## config.mk

```make
export PLATFORM = sky130hd
export DESIGN_NAME = serial_cmd_ctrl
export DESIGN_NICKNAME = d
export VERILOG_FILES = /design/src/rtl/serial_cmd_ctrl.sv
export SDC_FILE = /design/constraint.sdc
export NUM_CORES = 1
export LEC_CHECK = 0
export ABC_AREA = 1
export CAP_MARGIN = 10
export CORE_MARGIN = 1.5
export CORE_UTILIZATION = 49
export CTS_CLUSTER_DIAMETER = 120
export DETAILED_ROUTE_END_ITERATION = 12
export GPL_TIMING_DRIVEN = 0
export PLACE_DENSITY = 0.72
export REMOVE_ABC_BUFFERS = 1
export SLEW_MARGIN = 20
export SYNTH_ARGS = -nofsm -noshare
export SYNTH_HDL_FRONTEND = slang
export SYNTH_SLANG_ARGS = --single-unit
```

## constraint.sdc

```tcl
create_clock -name clk -period 1.74 [get_ports clk]
set_input_delay 0.174 -clock clk [delete_from_list [all_inputs] [get_ports clk]]
set_output_delay 0.174 -clock clk [all_outputs]
set_load 0.02 [all_outputs]
```

## src/rtl/serial_cmd_ctrl.sv

```systemverilog
// Serial command frame controller. Deserialises one LSB-first frame per CS assertion,
// runs the decoded read or write on a valid/ready bus, and shifts read data back out.
module serial_cmd_ctrl #(
  parameter int unsigned ADDR_W  = 24,
  parameter int unsigned DATA_W  = 32,
  parameter logic [7:0]  CMD_WR  = 8'hFF,
  parameter logic [7:0]  CMD_RD  = 8'h0F,
  parameter int unsigned TIMEOUT = 16
) (
  input  logic              clk,
  input  logic              rst_n,
  input  logic              cs,
  input  logic              miso,
  output logic              sdo,
  output logic              bus_valid,
  input  logic              bus_ready,
  output logic              bus_we,
  output logic [ADDR_W-1:0] bus_addr,
  output logic [DATA_W-1:0] bus_wdata,
  input  logic [DATA_W-1:0] bus_rdata,
  output logic              busy,
  output logic              err_cmd,
  output logic              err_timeout,
  output logic              err_abort,
  output logic [7:0]        frame_cnt
);

  localparam int unsigned FRAME_W = 8 + ADDR_W + DATA_W;
  localparam int unsigned CW      = $clog2(FRAME_W + 1);
  localparam int unsigned TW      = $clog2(TIMEOUT + 1);
  localparam int unsigned RW      = $clog2(DATA_W + 1);

  localparam logic [2:0] IDLE   = 3'd0;
  localparam logic [2:0] SHIFT  = 3'd1;
  localparam logic [2:0] DECODE = 3'd2;
  localparam logic [2:0] ISSUE  = 3'd3;
  localparam logic [2:0] RESP   = 3'd4;
  localparam logic [2:0] DRAIN  = 3'd5;

  logic [2:0]         state_q,     state_d;
  logic [FRAME_W-1:0] sr_q,        sr_d;
  logic [CW-1:0]      bit_cnt_q,   bit_cnt_d;
  logic [TW-1:0]      tmo_q,       tmo_d;
  logic [RW-1:0]      rsp_q,       rsp_d;
  logic [DATA_W-1:0]  tx_q,        tx_d;
  logic               sdo_q,       sdo_d;
  logic               valid_q,     valid_d;
  logic               we_q,        we_d;
  logic [ADDR_W-1:0]  addr_q,      addr_d;
  logic [DATA_W-1:0]  wdata_q,     wdata_d;
  logic               err_cmd_q,   err_cmd_d;
  logic               err_tmo_q,   err_tmo_d;
  logic               err_abort_q, err_abort_d;
  logic [7:0]         fcnt_q,      fcnt_d;

  logic [7:0]         cmd;
  logic [DATA_W-1:0]  tx_shift;

  assign cmd      = sr_q[FRAME_W-1 -: 8];
  assign tx_shift = tx_q >> 1;

  always_comb begin
    state_d     = state_q;
    sr_d        = sr_q;
    bit_cnt_d   = bit_cnt_q;
    tmo_d       = tmo_q;
    rsp_d       = rsp_q;
    tx_d        = tx_q;
    sdo_d       = sdo_q;
    valid_d     = valid_q;
    we_d        = we_q;
    addr_d      = addr_q;
    wdata_d     = wdata_q;
    err_cmd_d   = 1'b0;
    err_tmo_d   = 1'b0;
    err_abort_d = 1'b0;
    fcnt_d      = fcnt_q;
    case (state_q)
      IDLE: begin
        if (cs) begin
          sr_d      = {miso, sr_q[FRAME_W-1:1]};
          bit_cnt_d = CW'(1);
          state_d   = SHIFT;
        end
      end
      SHIFT: begin
        if (!cs) begin
          err_abort_d = 1'b1;
          bit_cnt_d   = '0;
          state_d     = IDLE;
        end else begin
          sr_d      = {miso, sr_q[FRAME_W-1:1]};
          bit_cnt_d = bit_cnt_q + 1'b1;
          if (bit_cnt_q == CW'(FRAME_W - 1)) state_d = DECODE;
        end
      end
      DECODE: begin
        bit_cnt_d = '0;
        if (cmd == CMD_WR || cmd == CMD_RD) begin
          addr_d  = sr_q[DATA_W +: ADDR_W];
          wdata_d = sr_q[DATA_W-1:0];
          we_d    = (cmd == CMD_WR);
          valid_d = 1'b1;
          tmo_d   = '0;
          state_d = ISSUE;
        end else begin
          err_cmd_d = 1'b1;
          state_d   = DRAIN;
        end
      end
      ISSUE: begin
        // cs is deliberately ignored here: an issued request always completes or times out
        if (bus_ready) begin
          valid_d = 1'b0;
          fcnt_d  = fcnt_q + 8'd1;
          if (we_q) begin
            state_d = DRAIN;
          end else begin
            tx_d    = bus_rdata;
            sdo_d   = bus_rdata[0];
            rsp_d   = '0;
            state_d = RESP;
          end
        end else if (tmo_q == TW'(TIMEOUT - 1)) begin
          valid_d   = 1'b0;
          err_tmo_d = 1'b1;
          state_d   = DRAIN;
        end else begin
          tmo_d = tmo_q + 1'b1;
        end
      end
      RESP: begin
        // sdo is registered one bit ahead so bit 0 appears the cycle after the handshake
        if (!cs) begin
          sdo_d   = 1'b0;
          state_d = IDLE;
        end else begin
          tx_d = tx_shift;
          if (rsp_q == RW'(DATA_W - 1)) begin
            sdo_d   = 1'b0;
            state_d = DRAIN;
          end else begin
            sdo_d = tx_shift[0];
            rsp_d = rsp_q + 1'b1;
          end
        end
      end
      DRAIN: begin
        if (!cs) state_d = IDLE;
      end
      default: state_d = IDLE;
    endcase
  end

  always_ff @(posedge clk or negedge rst_n) begin
    if (!rst_n) begin
      state_q     <= IDLE;
      sr_q        <= '0;
      bit_cnt_q   <= '0;
      tmo_q       <= '0;
      rsp_q       <= '0;
      tx_q        <= '0;
      sdo_q       <= 1'b0;
      valid_q     <= 1'b0;
      we_q        <= 1'b0;
      addr_q      <= '0;
      wdata_q     <= '0;
      err_cmd_q   <= 1'b0;
      err_tmo_q   <= 1'b0;
      err_abort_q <= 1'b0;
      fcnt_q      <= '0;
    end else begin
      state_q     <= state_d;
      sr_q        <= sr_d;
      bit_cnt_q   <= bit_cnt_d;
      tmo_q       <= tmo_d;
      rsp_q       <= rsp_d;
      tx_q        <= tx_d;
      sdo_q       <= sdo_d;
      valid_q     <= valid_d;
      we_q        <= we_d;
      addr_q      <= addr_d;
      wdata_q     <= wdata_d;
      err_cmd_q   <= err_cmd_d;
      err_tmo_q   <= err_tmo_d;
      err_abort_q <= err_abort_d;
      fcnt_q      <= fcnt_d;
    end
  end

  assign sdo         = sdo_q;
  assign bus_valid   = valid_q;
  assign bus_we      = we_q;
  assign bus_addr    = addr_q;
  assign bus_wdata   = wdata_q;
  assign busy        = (state_q != IDLE);
  assign err_cmd     = err_cmd_q;
  assign err_timeout = err_tmo_q;
  assign err_abort   = err_abort_q;
  assign frame_cnt   = fcnt_q;

endmodule

```

==> impl_metrics.tcl <==
set metrics [dict create \
    skew_ps 8.07 \
    dieWidth_um 130 \
    leakage_nw 4.66 \
    synth_edf_count 0 \
    grt_overflow_total 0 \
    cts-root-buf "clkbuf_16" \
    cts_buffers 17 \
    period_needed_ps 1700 \
    crit_slowest_cell "dfrtp_2" \
    path_common_cell "nand2_1" \
    hold_class "primary input to async pin" \
    required_ps 2050 \
    ys.flop_type "dfrtp_1" \
    synth_area_sq_um 7870 \
    internal_power_w 0.00866 \
    cts_max_path_buffers 2 \
    placementRows 46 \
    cts_max_level 4 \
    maxSlewViolCount 0 \
    setup_viol 0 \
    synthCells 918 \
    areaGrowthSynthToFinish_pct 29.4 \
    crit_family "simple AND/OR/NAND/NOR gates" \
    async_reset_ff_share_pct 100 \
    antenna_cells 0 \
    outcome "completed" \
    drt_drc_violations_left 0 \
    synth_top_area_share_pct 59.1 \
    grt_max_degree 98 \
    fin_crit_sh_pct 97.6 \
    max_cap_violations 0 \
    drt_iter0_markers 445 \
    path_class "register to register" \
    place_congestion 0.784 \
    pwr-share-seq_pct 43.5 \
    fin_area_sq_um 10200 \
    antenna_found_initial 0 \
    postPlaceCellArea_sq_um 9160 \
    cts_tree "yes" \
    clk_pin_slew_worst_paths_ps 60 \
    fill_cells 1347 \
    pwr-share-comb_pct 28.9 \
    switching_share_pct 34.1 \
    cts_sinks 186 \
    postSynthAreaPerCell_sq_um 8.57 \
    synth_common_cells "277 x nand2_1, 186 x dfrtp_1, 120 x inv_1" \
    die_y_um 130 \
    port_buffers 107 \
    coreArea_sq_um 15800 \
    final_core_util_pct 64.6 \
    yosysTopAreaCell "dfrtp_1" \
    critPathCaptureType "register" \
    final_hold_viol_count 0 \
    ant_nets 0 \
    synth.most_common_cell "nand2_1" \
    pwr_density_cell_nw_per_um2 1290 \
    slowest_delay_ps 490 \
    ir_worst_vdd_mv 0.746 \
    arrival_ps 2010 \
    tightest_slew_ps 711 \
    wire_per_inst_um 13.7 \
    yosys_warnings 0 \
    yosysUniqueCellTypes 30 \
    wl_um 17300 \
    path_max_fanout 9 \
    start_util_pct 49.9 \
    final_layout_size_suffix_gt1_share_pct 8.97 \
    via_per_inst 4.96 \
    die_area_sq_um 16800 \
    fmax_ghz 0.589 \
    io_pins 108 \
    slew_headroom_pct 52.6 \
    yosysSeqAreaShare_pct 59.1 \
    rsz0062_at_grt "yes" \
    hold_ws_ps 325 \
    p_sw_w 0.00448 \
    insertion_delay_ps 420 \
    cp-start-kind "register" \
    grt_usage_pct 21.3 \
    critical_path_buf_inv_count 3 \
    nNetsFinal 1077 \
    synth.top_cells.by_area "dfrtp_1 59%, nand2_1 13%, o21ai_0 6.2%" \
    power_frac_clock_pct 27.6 \
    grt_pass1_vias 5807 \
    path_cells "buf_4 -> inv_2 -> nor2_2 -> nand2_2 -> clkinv_4 -> nand2_1 -> nand2_2 -> nand2_1 -> nand2_1" \
    first_pass_iters 5 \
    dp_hpwl_um 9680 \
    grt_pass1_wl_um 28100 \
    dr_total_vias 6267 \
    synth-seq-cells 186 \
]
metrics by stage:
stage                     instances  setup WS, ps  power, W  setup TNS (ps)
after floorplan                 876         -1250   0.00769         -146810
after global placement         1199         -7290   0.00855        -1660730
after detailed placement       1204          -525   0.00878          -41920
after CTS                      1258          1.54    0.0130               0
after global routing           1264         -78.1    0.0140            -606
final                          1264          40.9    0.0131               0
placed cells by master, fill, tap and decap left out, types with 3 or more instances in the layout:
cell / instances
o21ai_0: 97
ha_1: 5
clkinv_4: 4
nor2_1: 31
nand2_4: 3
nand4_1: 8
nand2_2: 4
nand3_1: 21
dfrtp_1: 183
nand2_1: 270
o21ai_1: 90
buf_4: 16
buf_12: 5
inv_1: 119
clkbuf_8: 3
nand3_4: 5
inv_6: 3
dfrtp_2: 3
clkbuf_16: 19
nor2_2: 3
nor2_4: 7
a21oi_1: 7
clkdlybuf4s50_1: 104
clkinvlp_4: 4
xor2_1: 5
area by class of cell:
type | count | area (sq um) | area share (%)
clock inverter | 11 | 87.6 | 0.860
sequential | 186 | 4660 | 45.7
timing repair buffer | 135 | 1480 | 14.5
clock buffer | 21 | 470 | 4.62
tap | 216 | 270 | 2.65
inverter | 122 | 463 | 4.54
multi-input combinational | 573 | 2760 | 27.1
state kept, by name, indices dropped and copies added, names as in the netlist:
register / flops
sr_q: 64
bus_wdata: 32
tx_q: 31
bus_addr: 24
frame_cnt: 8
bit_cnt_q: 7
rsp_q: 6
tmo_q: 5
state_q: 3
bus_valid: 1
bus_we: 1
err_abort: 1
err_cmd: 1
err_timeout: 1
sdo: 1
final timing paths:
check	start	end	slack, ps	depth (start not counted)
setup / recovery	state_q[1]$_DFFE_PN0P_	tmo_q[4]$_DFFE_PN0P_	40	9
hold / removal	rst_n	rsp_q[2]$_DFFE_PN0P_	330	2
setup reg to reg	state_q[1]$_DFFE_PN0P_	tmo_q[4]$_DFFE_PN0P_	40	9
hold reg to reg	tmo_q[4]$_DFFE_PN0P_	tmo_q[4]$_DFFE_PN0P_	480	2
max in group asynchronous	rst_n	sr_q[21]$_DFFE_PN0P_	510	3
min in group clk	bus_rdata[31]	tx_q[31]$_DFFE_PN0P_	330	3
routing by layer:
metal | vias to the layer above | GRT usage (%) | part of all wire, %
met5 | - | 0 | 0
met4 | 0 | 8.37 | 1.6
met3 | 18 | 4.55 | 4.3
met2 | 126 | 33.5 | 48
met1 | 2983 | 29.1 | 46
li1 | 3140 | - | -
worst register-to-register path, delay by kind of cell (launching register included):
kind,cells,cell delay (ps)
DFF,1,490
and+or+nand+nor,6,750
buffers and inverters,3,350
what timing repair did:
| item | 4_1_cts | 5_1_grt |
|---|---|---|
| pin swaps | 6 | 3 |
| cloned | 7 | 2 |
| setup endpoints to repair | 110 | 100 |
| endpoints found under the hold margin | 89 | 0 |
| buffers inserted | 14 | 4 |
| hold buffers | 1 | 0 |
| gates resized for setup | 23 | 16 |
power groups by stage:
stage / combinational [W] / clock (W) / sequential (W)
after floorplan: 0.00194 / 0 / 0.00575
after global placement: 0.00280 / 0 / 0.00575
final: 0.00379 / 0.00363 / 0.00572
after CTS: 0.00356 / 0.00370 / 0.00571
after detailed placement: 0.00301 / 0 / 0.00577
after global routing: 0.00428 / 0.00388 / 0.00582
cells by family after synthesis:
logic type | synth area share, %
AND/OR/NAND/NOR | 18.2
AO/OA/AOI/OAI | 12.7
flip-flops | 59.1
buffers and inverters | 8.24
XOR/XNOR | 0.779
adder cells (fa/ha/maj) | 0.795
multiplexers | 0.143
Note: power is estimated with default switching activity, not from simulation.
